<file path="src/rtl/dmem_access_unit_pkg.sv">
// Shared definitions for the data-memory access unit: size codes, FSM states,
// byte-enable constants and the registered request record.
package dmem_access_unit_pkg;

  localparam logic SZ_BYTE = 1'b0;
  localparam logic SZ_HALF = 1'b1;

  localparam logic [1:0] BE_NONE = 2'b00;
  localparam logic [1:0] BE_LO   = 2'b01;
  localparam logic [1:0] BE_HI   = 2'b10;
  localparam logic [1:0] BE_ALL  = 2'b11;

  typedef enum logic [1:0] {IDLE, ACC0, ACC1, DONE} state_t;

  typedef struct packed {
    logic        we;
    logic        size;
    logic        uns;
    logic        off;
    logic        mis;
    logic [15:0] wdata;
  } req_t;

endpackage

</file>
<file path="src/rtl/dmem_load_align.sv">
// Load-result extraction: picks the addressed byte or passes the halfword,
// then sign- or zero-extends a byte result.
module dmem_load_align
  import dmem_access_unit_pkg::*;
(
  input  logic [1:0][7:0] raw,
  input  logic            size,
  input  logic            offset,
  input  logic            uns,
  output logic [15:0]     data
);

  logic [7:0] b;

  always_comb begin
    b = offset ? raw[1] : raw[0];
    if (size == SZ_HALF) data = raw;
    else                 data = {{8{b[7] & ~uns}}, b};
  end

endmodule

</file>
<file path="src/rtl/dmem_access_unit.sv">
// CPU-side initiator for the 16-bit word-addressed data memory: byte/halfword
// loads and stores, misaligned halfword split, range check, valid/ready handshake.
module dmem_access_unit
  import dmem_access_unit_pkg::*;
#(
  parameter int DATA_WIDTH = 16,
  parameter int ADDR_WIDTH = 16,
  parameter int MEM_SIZE   = 256
) (
  input  logic                  clk,
  input  logic                  rst,
  input  logic                  req_valid,
  output logic                  req_ready,
  input  logic                  req_we,
  input  logic                  req_size,
  input  logic                  req_unsigned,
  input  logic [ADDR_WIDTH-1:0] req_addr,
  input  logic [DATA_WIDTH-1:0] req_wdata,
  output logic                  resp_valid,
  output logic [DATA_WIDTH-1:0] resp_rdata,
  output logic                  resp_err,
  output logic                  busy,
  output logic                  mem_wr_en,
  output logic [1:0]            mem_be,
  output logic [ADDR_WIDTH-1:0] mem_addr,
  output logic [DATA_WIDTH-1:0] mem_wr_data,
  input  logic [DATA_WIDTH-1:0] mem_rd_data
);

  localparam int WW = ADDR_WIDTH - 1;

  state_t          state;
  req_t            r;
  logic [WW-1:0]   w0, w1;
  logic [7:0]      lo_q;
  logic [WW-1:0]   in_w0, in_w1;
  logic            in_mis, in_err;
  logic [15:0]     raw, ld_data;

  assign in_w0  = req_addr[ADDR_WIDTH-1:1];
  assign in_w1  = in_w0 + WW'(1);
  assign in_mis = (req_size == SZ_HALF) && req_addr[0];
  assign in_err = (int'(in_w0) >= MEM_SIZE) || (in_mis && (int'(in_w1) >= MEM_SIZE));

  assign req_ready  = (state == IDLE);
  assign busy       = (state != IDLE);
  assign resp_valid = (state == DONE);

  // Second half of a misaligned load: high byte from W1, low byte saved from W0.
  assign raw = (state == ACC1) ? {mem_rd_data[7:0], lo_q} : mem_rd_data;

  dmem_load_align u_align (
    .raw    (raw),
    .size   (r.size),
    .offset (r.off),
    .uns    (r.uns),
    .data   (ld_data)
  );

  always_ff @(posedge clk) begin
    if (rst) begin
      state      <= IDLE;
      resp_rdata <= '0;
      resp_err   <= 1'b0;
      r          <= '0;
      w0         <= '0;
      w1         <= '0;
      lo_q       <= '0;
    end else begin
      case (state)
        IDLE: begin
          resp_rdata <= '0;
          resp_err   <= req_valid & in_err;
          if (req_valid) begin
            r     <= '{we: req_we, size: req_size, uns: req_unsigned, off: req_addr[0],
                       mis: in_mis, wdata: req_wdata};
            w0    <= in_w0;
            w1    <= in_w1;
            state <= in_err ? DONE : ACC0;
          end
        end
        ACC0: begin
          lo_q <= mem_rd_data[15:8];
          if (r.mis) state <= ACC1;
          else begin
            state <= DONE;
            if (!r.we) resp_rdata <= ld_data;
          end
        end
        ACC1: begin
          state <= DONE;
          if (!r.we) resp_rdata <= ld_data;
        end
        default: begin
          state      <= IDLE;
          resp_rdata <= '0;
          resp_err   <= 1'b0;
        end
      endcase
    end
  end

  // Write-lane steering; everything forced low during reset so no write lands on a reset edge.
  always_comb begin
    mem_wr_en   = 1'b0;
    mem_be      = BE_NONE;
    mem_addr    = '0;
    mem_wr_data = '0;
    if (!rst) begin
      case (state)
        ACC0: begin
          mem_addr = {1'b0, w0};
          if (r.we) begin
            mem_wr_en = 1'b1;
            if (r.size == SZ_BYTE) begin
              mem_be      = r.off ? BE_HI : BE_LO;
              mem_wr_data = {r.wdata[7:0], r.wdata[7:0]};
            end else if (r.mis) begin
              mem_be      = BE_HI;
              mem_wr_data = {r.wdata[7:0], 8'h00};
            end else begin
              mem_be      = BE_ALL;
              mem_wr_data = r.wdata;
            end
          end
        end
        ACC1: begin
          mem_addr = {1'b0, w1};
          if (r.we) begin
            mem_wr_en   = 1'b1;
            mem_be      = BE_LO;
            mem_wr_data = {8'h00, r.wdata[15:8]};
          end
        end
        default: ;
      endcase
    end
  end

endmodule

</file>
<file path="config.mk">
export PLATFORM = sky130hd
export DESIGN_NAME = dmem_access_unit
export DESIGN_NICKNAME = d
export VERILOG_FILES = /design/src/rtl/dmem_access_unit_pkg.sv /design/src/rtl/dmem_load_align.sv /design/src/rtl/dmem_access_unit.sv
export SDC_FILE = /design/constraint.sdc
export NUM_CORES = 1
export LEC_CHECK = 0
export CELL_PAD_IN_SITES_DETAIL_PLACEMENT = 1
export CELL_PAD_IN_SITES_GLOBAL_PLACEMENT = 2
export CORE_UTILIZATION = 29
export DETAILED_ROUTE_END_ITERATION = 8
export GPL_ROUTABILITY_DRIVEN = 0
export GPL_TIMING_DRIVEN = 1
export HOLD_SLACK_MARGIN = 0.15
export PLACE_DENSITY = 0.81
export SYNTH_ARGS = -nofsm -noshare
export SYNTH_HDL_FRONTEND = slang
export SYNTH_HIERARCHICAL = 1
export SYNTH_SLANG_ARGS = --single-unit
</file>
<file path="constraint.sdc">
create_clock -name clk -period 6 [get_ports clk]
set_input_delay 0.6 -clock clk [delete_from_list [all_inputs] [get_ports clk]]
set_output_delay 0.6 -clock clk [all_outputs]
set_load 0.02 [all_outputs]
</file>
==> metrics.md <==
| Metric | Value |
|---|---|
| Initial Util | `0.300` |
| Peak supply drop | `0.194 mV` |
| Critical path buffers and inverters | `2` |
| Synth unique cells | `46` |
| Worst-path clk slew | `0.06 ns` |
| Overall routing resource usage | `0.182` |
| CTS buffer count | `9` |
| CP max stage delay | `0.76 ns` |
| CTS resizes | `0` |
| Drc violations | `0` |
| FP Rows | `42` |
| Dpl cell area | `5170 µm²` |
| Top post-synthesis cells by area | `dfxtp_1, nand2_1, a21oi_1` |
| DIE AREA | `14300 µm²` |
| Fmax | `239 MHz` |
| Post-synthesis sequential area ratio | `0.388` |
| Initial antenna violation count | `0` |
| Cells after Synth | `509` |
| Slew headroom | `0.413` |
| Die Width | `120 µm` |
| Clock sink count | `78` |
| Status | `finished clean` |
| DR WL/cell | `16.5 µm` |
| Slowest CP cell | `ha_1` |
| Clock Root Buffer | `clkbuf_16` |
| Drt total wl | `12800 µm` |
| Yosys warning total | `6` |
| Final Hold Viols | `0` |
| Area fraction of the dominant cell type after synthesis | `0.388` |
| Die H | `120 µm` |
| Cts hold-fix bufs | `0` |
| Final slew viol count | `0` |
| Vias | `3835` |
| CP top delay family | `adder cells` |
| Mean Syn Cell Area | `7.90 µm²` |
| Biggest area consumer among synthesized cells | `dfxtp_1` |
| Startpoint type of the worst setup path | `register` |
| Power per cell area | `414 nW/µm²` |
| Final setup TNS | `0 ns` |
| Mapped Nets | `569` |
| Post-CTS Setup Bufs | `0` |
| Dpl cells | `757` |
| Final setup fails | `0` |
| Area grow syn2layout | `36.8%` |
| Post-Syn Area | `4020 µm²` |
| Minimum clock period | `4.18 ns` |
| Later-pin clock latency in the skew report | `0.35 ns` |
| Register bit total from synthesis | `78` |
| Non-filler cells, final | `772` |
| Input/output buffers | `107` |
| Clock skew | `0.00595 ns` |
| Crit end category | `output pin` |
| Hpwl dp | `8900 µm` |
| Worst Path Required | `5.40 ns` |
| Vias in the first global route | `3986` |
| Max-Cap Viols | `0` |
| First-pass GRT wire length | `20600 µm` |
| Final WS setup | `1.82 ns` |
| Htree depth | `3` |
| Tot Pwr | `2280 µW` |
| CTS tree | `yes` |
| Design area | `5500 µm²` |
| Worst Tran Pin Value | `0.880 ns` |
| Post-route antenna net violation count | `0` |
| Ys flop type | `dfxtp_1` |
| Setup WS pre-CTS | `2.19 ns` |
| Final Cycle Share | `0.697` |
| Critical-path maximum fanout | `23` |
| Unrepaired setup endpoints after global routing | `false` |
| Tightest Hold Check Type | `register to register` |
| Largest net degree at the start of global routing | `81` |
| Iteration-0 DRC Markers | `157` |
| Final nets | `652` |
| Static Leakage | `0.00194 µW` |
| Arr. time, crit path | `3.58 ns` |
| Critical path class | `register to output pin` |
| Critical-path cell list | `inv_1, ha_1, nor2b_1, nand3_1, a21oi_2, a22o_1, clkdlybuf4s50_1` |
| First-pass DRT Iterations | `4` |
| EDFF count, synth | `0` |
| GRT overflow | `0` |
| Ports | `109` |
| Layout cell share with drive strength beyond 1 | `0.0956` |
| Clock Tree Buf Depth | `2` |
| Vias/cell | `4.97` |
| Core area | `13400 µm²` |
| Antenna cells | `0` |
| FFs w/ async S/R, synth | `0` |
## cell type report
type	count	area [µm²]
fill	1607	7900
multi-input combinational	383	2260
sequential	78	1560
timing repair buffer	112	1100
clock buffer	11	253
tap	176	220
clock inverter	4	70.1
inverter	8	30.0
## kinds of logic (layout without fill, tap and decap cells)
family	Yosys count	in the layout	synth area share
and+or+nand+nor	220	220	0.242
AOI/OAI and AO/OA	112	112	0.180
DFF	78	78	0.388
buffers and inverters	48	135	0.0498
muxes	33	33	0.0971
xor gates and xnor gates	11	11	0.0240
adders and majority gates	6	6	0.0187
other	1	1	0.000933
## routing by layer
metal	share of wire	wire (µm)	vias to the layer above	track usage
met2	0.48	6070	83	0.311
met1	0.46	5930	1840	0.224
met3	0.044	559	15	0.0394
met4	0.015	197	0	0.0680
li1	-	-	1897	-
met5	0	0	-	0
## synth_stat cells, types with 2 or more instances
library cell	instances
a211oi_1	9
a211oi_2	3
a21oi_1	62
a22o_1	9
a22oi_1	15
a311oi_1	2
and2_1	2
buf_1	7
buf_2	4
buf_4	2
clkbuf_1	26
dfxtp_1	78
ha_1	6
inv_1	8
mux2_2	16
mux2_4	8
mux2i_1	9
nand2_1	126
nand2b_1	4
nand3_1	23
nand4_1	2
nor2_1	43
nor2b_1	4
nor3_1	5
o21ai_0	4
o31ai_1	2
or3_1	2
xnor2_1	9
xor2_1	2
## worst paths after layout
path	slack, ns	depth (start not counted)	startpoint	to
worst min register to register	0.46	2	w0[10]	w0[10]
worst min-delay path	0.46	2	w0[10]	w0[10]
worst max-delay path	1.82	7	state[1]	mem_wr_data[1]
worst max register to register	3.54	7	state[1]	state[1]
## worst reg2reg max path: cells and delay by family (launching register included)
kind / cells / cell delay (ns)
buffers and inverters: 2 / 0.62
AOI/OAI and AO/OA: 2 / 0.62
and+or+nand+nor: 2 / 0.47
DFF: 1 / 0.36
adders and majority gates: 1 / 0.30
## registers in the layout, indices dropped and copies added, names as in the netlist
| name | cells |
|---|---|
| lo_q | 8 |
| w0 | 15 |
| resp_err | 1 |
| w1 | 15 |
| resp_rdata | 16 |
| r | 21 |
| state | 2 |
## where the power goes
part           leakage, µW  switching [µW]  internal, µW
combinational      0.00114             565           384
sequential        0.000639            85.6           641
clock             0.000161             218           383
## layout by cell type, fill, tap and decap left out, types with 8 or more instances in the layout
master           instances
a211oi_1                 9
nor2_1                  43
nand3_1                 23
mux2_2                  16
mux2i_1                  9
a22oi_1                 15
dfxtp_1                 78
clkbuf_16                9
mux2_4                   8
clkdlybuf4s50_1        106
nand2_1                126
inv_1                    8
a22o_1                   9
a21oi_1                 62
xnor2_1                  9
## per-stage QoR
stage	util	hold WS, ns
finish	0.410	0.457
global route	0.410	0.482
CTS	0.410	0.459
detailed placement	0.386	0.450
global placement	0.386	0.442
floorplan	-	0.436
Note: power is estimated with default switching activity, not from simulation.
